===== config.mk =====
export PLATFORM = sky130hd
export DESIGN_NAME = addsub_iter_flat
export DESIGN_NICKNAME = d
export VERILOG_FILES = /design/src/rtl/addsub_iter_pkg.sv /design/src/rtl/addsub_iter_if.sv /design/src/rtl/addsub_iter_chunk.sv /design/src/rtl/addsub_iter.sv /design/src/flat_wrapper.sv
export SDC_FILE = /design/constraint.sdc
export NUM_CORES = 1
export LEC_CHECK = 0
export CORE_MARGIN = 2
export CORE_UTILIZATION = 45
export DETAILED_ROUTE_END_ITERATION = 8
export PLACE_DENSITY = 0.72
export SLEW_MARGIN = 20
export SYNTH_ARGS = -nofsm -noshare
export SYNTH_HDL_FRONTEND = slang
export SYNTH_SLANG_ARGS = --single-unit

===== constraint.sdc =====
create_clock -name clk -period 10.8 [get_ports clk]
set_input_delay 2.16 -clock clk [delete_from_list [all_inputs] [get_ports clk]]
set_output_delay 2.16 -clock clk [all_outputs]
set_load 0.1 [all_outputs]

===== src/rtl/addsub_iter_pkg.sv =====
// Shared ALU definitions: operation codes and the add/sub FSM state encoding.
// Imported by the iterative add/sub unit and its interface users.
package alu_pkg;

    localparam logic OP_ADD = 1'b0;
    localparam logic OP_SUB = 1'b1;

    typedef enum logic [1:0] {
        IDLE = 2'd0,
        RUN  = 2'd1,
        DONE = 2'd2
    } state_t;

endpackage


===== src/rtl/addsub_iter_if.sv =====
// Valid/ready bus of the iterative add/sub unit.
// master: producer/consumer side; slave: the unit (in_* handshake, out_* result + flags).
interface addsub_iter_if #(
    parameter int WIDTH = 64
);
    logic             in_valid;
    logic             in_ready;
    logic             op;
    logic [WIDTH-1:0] a;
    logic [WIDTH-1:0] b;
    logic             out_valid;
    logic             out_ready;
    logic [WIDTH-1:0] result;
    logic             cout;
    logic             ovf;
    logic             zf;
    logic             sf;

    modport master (
        output in_valid, op, a, b, out_ready,
        input  in_ready, out_valid, result, cout, ovf, zf, sf
    );

    modport slave (
        input  in_valid, op, a, b, out_ready,
        output in_ready, out_valid, result, cout, ovf, zf, sf
    );
endinterface


===== src/rtl/addsub_iter_chunk.sv =====
// Combinational CHUNK-bit ripple adder slice.
// Ports: x, y operands, cin carry in; s sum, cout carry out.
module addsub_chunk #(
    parameter int CHUNK = 16
) (
    input  logic [CHUNK-1:0] x,
    input  logic [CHUNK-1:0] y,
    input  logic             cin,
    output logic [CHUNK-1:0] s,
    output logic             cout
);
    logic [CHUNK:0] c;

    always_comb begin
        c    = '0;
        s    = '0;
        c[0] = cin;
        for (int i = 0; i < CHUNK; i++) begin
            s[i]   = x[i] ^ y[i] ^ c[i];
            c[i+1] = (x[i] & y[i]) | (c[i] & (x[i] ^ y[i]));
        end
        cout = c[CHUNK];
    end
endmodule


===== src/rtl/addsub_iter.sv =====
// Multi-cycle WIDTH-bit add/subtract, one CHUNK-bit slice per clock, with ZF/SF/OF/carry.
// Ports: clk, reset (sync, active-high), bus (slave side of addsub_iter_if).
module addsub_iter #(
    parameter int WIDTH = 64,
    parameter int CHUNK = 16
) (
    input  logic         clk,
    input  logic         reset,
    addsub_iter_if.slave bus
);
    import alu_pkg::*;

    localparam int N  = WIDTH / CHUNK;
    localparam int IW = (N > 1) ? $clog2(N) : 1;
    localparam logic [IW-1:0] LAST = IW'(N - 1);

    if (WIDTH % CHUNK != 0) begin : g_bad_chunk
        $error("addsub_iter: WIDTH must be a multiple of CHUNK");
    end

    state_t           state_q;
    logic [IW-1:0]    idx_q;
    logic [WIDTH-1:0] a_q;
    logic [WIDTH-1:0] b_q;
    logic [WIDTH-1:0] res_q;
    logic             carry_q;
    logic             cout_q;
    logic             ovf_q;
    logic             zf_q;
    logic             sf_q;
    logic             in_ready_q;
    logic             out_valid_q;

    logic [CHUNK-1:0] xs;
    logic [CHUNK-1:0] ys;
    logic [CHUNK-1:0] ss;
    logic             carry_d;
    logic [WIDTH-1:0] res_d;

    addsub_chunk #(.CHUNK(CHUNK)) u_chunk (
        .x    (xs),
        .y    (ys),
        .cin  (carry_q),
        .s    (ss),
        .cout (carry_d)
    );

    // Single shared slice adder: route the current slice in, merge its sum back.
    always_comb begin
        xs    = a_q[idx_q*CHUNK +: CHUNK];
        ys    = b_q[idx_q*CHUNK +: CHUNK];
        res_d = res_q;
        res_d[idx_q*CHUNK +: CHUNK] = ss;
    end

    always_ff @(posedge clk) begin
        if (reset) begin
            state_q     <= IDLE;
            idx_q       <= '0;
            a_q         <= '0;
            b_q         <= '0;
            res_q       <= '0;
            carry_q     <= 1'b0;
            cout_q      <= 1'b0;
            ovf_q       <= 1'b0;
            zf_q        <= 1'b1;
            sf_q        <= 1'b0;
            in_ready_q  <= 1'b1;
            out_valid_q <= 1'b0;
        end else begin
            unique case (state_q)
                IDLE: begin
                    if (bus.in_valid) begin
                        a_q        <= bus.a;
                        // Invert once here; carry-in of 1 completes A + ~B + 1.
                        b_q        <= (bus.op == OP_SUB) ? ~bus.b : bus.b;
                        carry_q    <= bus.op;
                        idx_q      <= '0;
                        res_q      <= '0;
                        zf_q       <= 1'b1;
                        sf_q       <= 1'b0;
                        in_ready_q <= 1'b0;
                        state_q    <= RUN;
                    end
                end
                RUN: begin
                    res_q   <= res_d;
                    carry_q <= carry_d;
                    idx_q   <= idx_q + 1'b1;
                    if (idx_q == LAST) begin
                        idx_q       <= '0;
                        cout_q      <= carry_d;
                        ovf_q       <= (a_q[WIDTH-1] == b_q[WIDTH-1]) &&
                                       (res_d[WIDTH-1] != a_q[WIDTH-1]);
                        zf_q        <= (res_d == '0);
                        sf_q        <= res_d[WIDTH-1];
                        out_valid_q <= 1'b1;
                        state_q     <= DONE;
                    end
                end
                DONE: begin
                    if (bus.out_ready) begin
                        out_valid_q <= 1'b0;
                        in_ready_q  <= 1'b1;
                        state_q     <= IDLE;
                    end
                end
                default: begin
                    state_q <= IDLE;
                end
            endcase
        end
    end

    assign bus.in_ready  = in_ready_q;
    assign bus.out_valid = out_valid_q;
    assign bus.result    = res_q;
    assign bus.cout      = cout_q;
    assign bus.ovf       = ovf_q;
    assign bus.zf        = zf_q;
    assign bus.sf        = sf_q;
endmodule


===== src/flat_wrapper.sv =====
// flat-port wrapper written by rule: the top's interface ports become plain ports
module addsub_iter_flat import alu_pkg::*;
#(
    parameter int WIDTH = 64,
    parameter int CHUNK = 16
)
  (clk, reset, bus_in_valid, bus_op, bus_a, bus_b, bus_out_ready, bus_in_ready, bus_out_valid, bus_result, bus_cout, bus_ovf, bus_zf, bus_sf);
  addsub_iter_if #(.WIDTH(WIDTH)) bus_i ();
  input  logic clk;
  input  logic reset;
  input wire logic [$bits(bus_i.in_valid)-1:0] bus_in_valid;
  input wire logic [$bits(bus_i.op)-1:0] bus_op;
  input wire logic [$bits(bus_i.a)-1:0] bus_a;
  input wire logic [$bits(bus_i.b)-1:0] bus_b;
  input wire logic [$bits(bus_i.out_ready)-1:0] bus_out_ready;
  output wire logic [$bits(bus_i.in_ready)-1:0] bus_in_ready;
  output wire logic [$bits(bus_i.out_valid)-1:0] bus_out_valid;
  output wire logic [$bits(bus_i.result)-1:0] bus_result;
  output wire logic [$bits(bus_i.cout)-1:0] bus_cout;
  output wire logic [$bits(bus_i.ovf)-1:0] bus_ovf;
  output wire logic [$bits(bus_i.zf)-1:0] bus_zf;
  output wire logic [$bits(bus_i.sf)-1:0] bus_sf;
  assign bus_i.in_valid = bus_in_valid;
  assign bus_i.op = bus_op;
  assign bus_i.a = bus_a;
  assign bus_i.b = bus_b;
  assign bus_i.out_ready = bus_out_ready;
  assign bus_in_ready = bus_i.in_ready;
  assign bus_out_valid = bus_i.out_valid;
  assign bus_result = bus_i.result;
  assign bus_cout = bus_i.cout;
  assign bus_ovf = bus_i.ovf;
  assign bus_zf = bus_i.zf;
  assign bus_sf = bus_i.sf;
  addsub_iter #(.WIDTH(WIDTH), .CHUNK(CHUNK)) u_core (.clk(clk), .reset(reset), .bus(bus_i));
endmodule

==> flow_summary.json <==
{
  "ir_drop_uv": 94.3,
  "postCtsSetupBuffers": 0,
  "required_ps": 11200,
  "min_path_type": "reg2reg",
  "drive_gt1_share_pct": 7.10,
  "grt_pass1_vias": 7645,
  "syn_area_um2": 9270,
  "syn_inst": 1048,
  "path_clk_slew_ps": 60,
  "dp_hpwl_um": 18100,
  "period_share_pct": 80.6,
  "gp_congestion": 0.919,
  "gr-total-overflow": 0,
  "drc_errors": 0,
  "yosysTopAreaCell": "dfxtp_1",
  "status": "finished, final reports clean",
  "cts_hold_buf": 0,
  "pwr-share-comb_pct": 19.2,
  "relSlewSlack_pct": 26.3,
  "grt_max_degree": 197,
  "cts.sinks": 203,
  "timing.rr.start": "u_core.idx_q[0]",
  "numCtsBuffers": 22,
  "yosysMostFrequentCell": "dfxtp_1",
  "htree_levels": 1,
  "drt_iter0_drc": 592,
  "grt_util_all_layers_pct": 22.9,
  "hold_start": "u_core.a_q[2]",
  "wl_um": 25400,
  "firstDrtPassIters": 5,
  "intPower_mw": 1.36,
  "synthTopCellsByCount": "203 x dfxtp_1, 183 x nor2_1, 141 x nand2_1",
  "timing.max_cap.violations": 0,
  "core_um2": 20200,
  "cp.arrival_ps": 9110,
  "yosysSeqAreaShare_pct": 43.8,
  "setup_violations": 0,
  "pwr-share-seq_pct": 43.2,
  "start_util_pct": 45.8,
  "pin_count": 203,
  "dieArea_um2": 21800,
  "leakagePower_nw": 4.25,
  "hold_depth": 2,
  "r2r-end": "u_core.bus.zf",
  "endpoint_kind": "flop",
  "die_w_um": 148,
  "syn_avg_cell_area_um2": 8.84,
  "syn_nets": 1203,
  "final_util_pct": 59.5,
  "worstSetupPathType": "reg2reg",
  "whs_endpoint": "u_core.a_q[2]",
  "tns_ps": 0,
  "drv_slew": 0,
  "cts.repair.resized": 0,
  "max_freq_ghz": 0.115,
  "r2r_setup_slack_ps": 2090,
  "cts-root-buf": "clkbuf_16",
  "num_vias": 8063,
  "finalNetCount": 1355,
  "async_flop_share_pct": 0,
  "yosys.area.top_type_share_pct": 43.8,
  "numPortBuffers": 202,
  "synthTopCellsByArea": "dfxtp_1 44%, mux4_2 7.8%, nor2_1 7.4%, a21oi_1 6.5%, xnor2_1 6.0%",
  "die_y_um": 148,
  "num_antenna_cells": 0,
  "powerDensity_nw_per_um2": 158,
  "finalClockSkew_ps": 15.4,
  "grt_pass1_wl_um": 40100,
  "clkLatencyLatePin_ps": 510,
  "cp_max_fo": 27,
  "cts_tree": "yes",
  "clockPowerShare_pct": 37.6,
  "rows": 52,
  "yosys_register_bits": 203,
  "grt_setup_unrepaired": "false",
  "synth_edf_count": 0,
  "antenna_found_initial": 0,
  "rr_worst_depth": 25,
  "p_switching_mw": 0.535,
  "fin_hold_ws_ps": 454,
  "yosysWarningCount": 0,
  "hold_violations": 0,
  "area_growth_pct": 29.8,
  "ant_nets": 0,
  "startpoint_type": "flop",
  "dominantRegCellSynth": "dfxtp_1",
  "period_needed_ps": 8710,
  "wl_per_cell_um": 17.1,
  "swShare_pct": 28.2,
  "worstMarginPinSlew_ps": 1110,
  "via_per_inst": 5.44,
  "clockBufferDepth": 3,
  "netlist-cell-type-count": 48
}
-- sequential cells by signal, summed over array words and instances, names as in the netlist --
name and cells:
u_core.b_q 64, u_core.bus.out_valid 1, u_core.bus.cout 1, u_core.bus.ovf 1, u_core.bus.zf 1, u_core.bus.result 64, u_core.state_q 2, u_core.idx_q 2
u_core.bus.in_ready 1, u_core.bus.sf 1, u_core.carry_q 1, u_core.a_q 64
-- cells in the final DEF (no fill, tap or decap), drive strengths merged, types with 8 or more instances in the layout --
cell / Yosys / layout
clkbuf: 44 / 27
clkinv: 0 / 8
a21oi: 121 / 121
nand2: 141 / 141
a211oi: 67 / 67
dfxtp: 203 / 203
nor2: 184 / 184
mux4: 32 / 32
fa: 16 / 16
xnor2: 64 / 64
a22oi: 10 / 10
clkdlybuf4s50: 0 / 200
nor4: 10 / 10
inv: 38 / 38
nand3: 10 / 10
a2bb2oi: 13 / 13
-- worst max-delay path by stage --
stage / from / to / slack (ps) / cells after the start
3_5_place_dp: u_core.idx_q[0] / u_core.bus.zf / 2110 / 25
5_1_grt: u_core.idx_q[0] / u_core.bus.zf / 1680 / 25
3_3_place_gp: u_core.idx_q[0] / u_core.bus.zf / 2300 / 25
6_report: u_core.idx_q[0] / u_core.bus.zf / 2090 / 25
4_1_cts: u_core.idx_q[0] / u_core.bus.zf / 2050 / 25
2_1_floorplan: u_core.idx_q[0] / u_core.bus.zf / 2580 / 27
-- power groups by stage --
stage / Sequential [mW] / Clock, mW / Combinational (mW)
floorplan: 0.848 / 0 / 0.215
global placement: 0.834 / 0 / 0.358
detailed placement: 0.836 / 0 / 0.361
CTS: 0.820 / 0.724 / 0.362
global route: 0.825 / 0.758 / 0.392
finish: 0.820 / 0.714 / 0.363
-- cell families (layout without fill, tap and decap cells) --
kind of cell	Yosys count	count (layout)	synth area share (%)
simple gates	379	379	17.2
compound gates	230	230	15.6
flops	203	203	43.8
buf+inv	117	281	5.21
xor+xnor	64	64	6.05
mux	33	33	7.88
fa+ha+maj	22	22	4.27
-- critical path, cell delays in order (launching register included) --
cell,delay [ps]
dfxtp_2,790
buf_4,460
mux4_2,280
inv_1,60
fa_1,440
fa_1,390
fa_1,400
fa_1,390
fa_1,390
fa_1,390
fa_1,400
fa_1,430
fa_1,400
fa_1,420
fa_1,390
fa_1,360
inv_1,80
fa_1,170
inv_1,50
fa_1,350
inv_1,70
fa_1,520
a22o_4,300
nor4_2,260
nand3_1,110
o32ai_1,290
-- metal layers --
metal  GRT usage (%)  part of all wire (%)  vias to the layer above
met5               0                     0                        -
met4            7.36                   3.1                        0
met3            4.10                   7.1                       53
met2            38.3                    48                      310
met1            30.2                    42                     3809
li1                -                     -                     3891
-- area by class of cell --
cell class	count	area, um2
clock buffers	27	599
flip-flops and latches	203	4070
fillers	1801	8200
inverters	38	143
multi-input cells	728	4730
repair buffers	207	2070
well taps	270	338
clock inverters	9	85.1
-- through the flow --
stage	cell area, um2	std cells	setup WS (ps)	total power [mW]
after floorplan	9270	1048	2580	1.06
after global placement	11300	1446	2300	1.19
after detailed placement	11300	1446	2110	1.20
after CTS	12000	1482	2050	1.91
after global routing	12000	1482	1680	1.97
final	12000	1482	2090	1.90
Power figures use the tool's default switching activity.
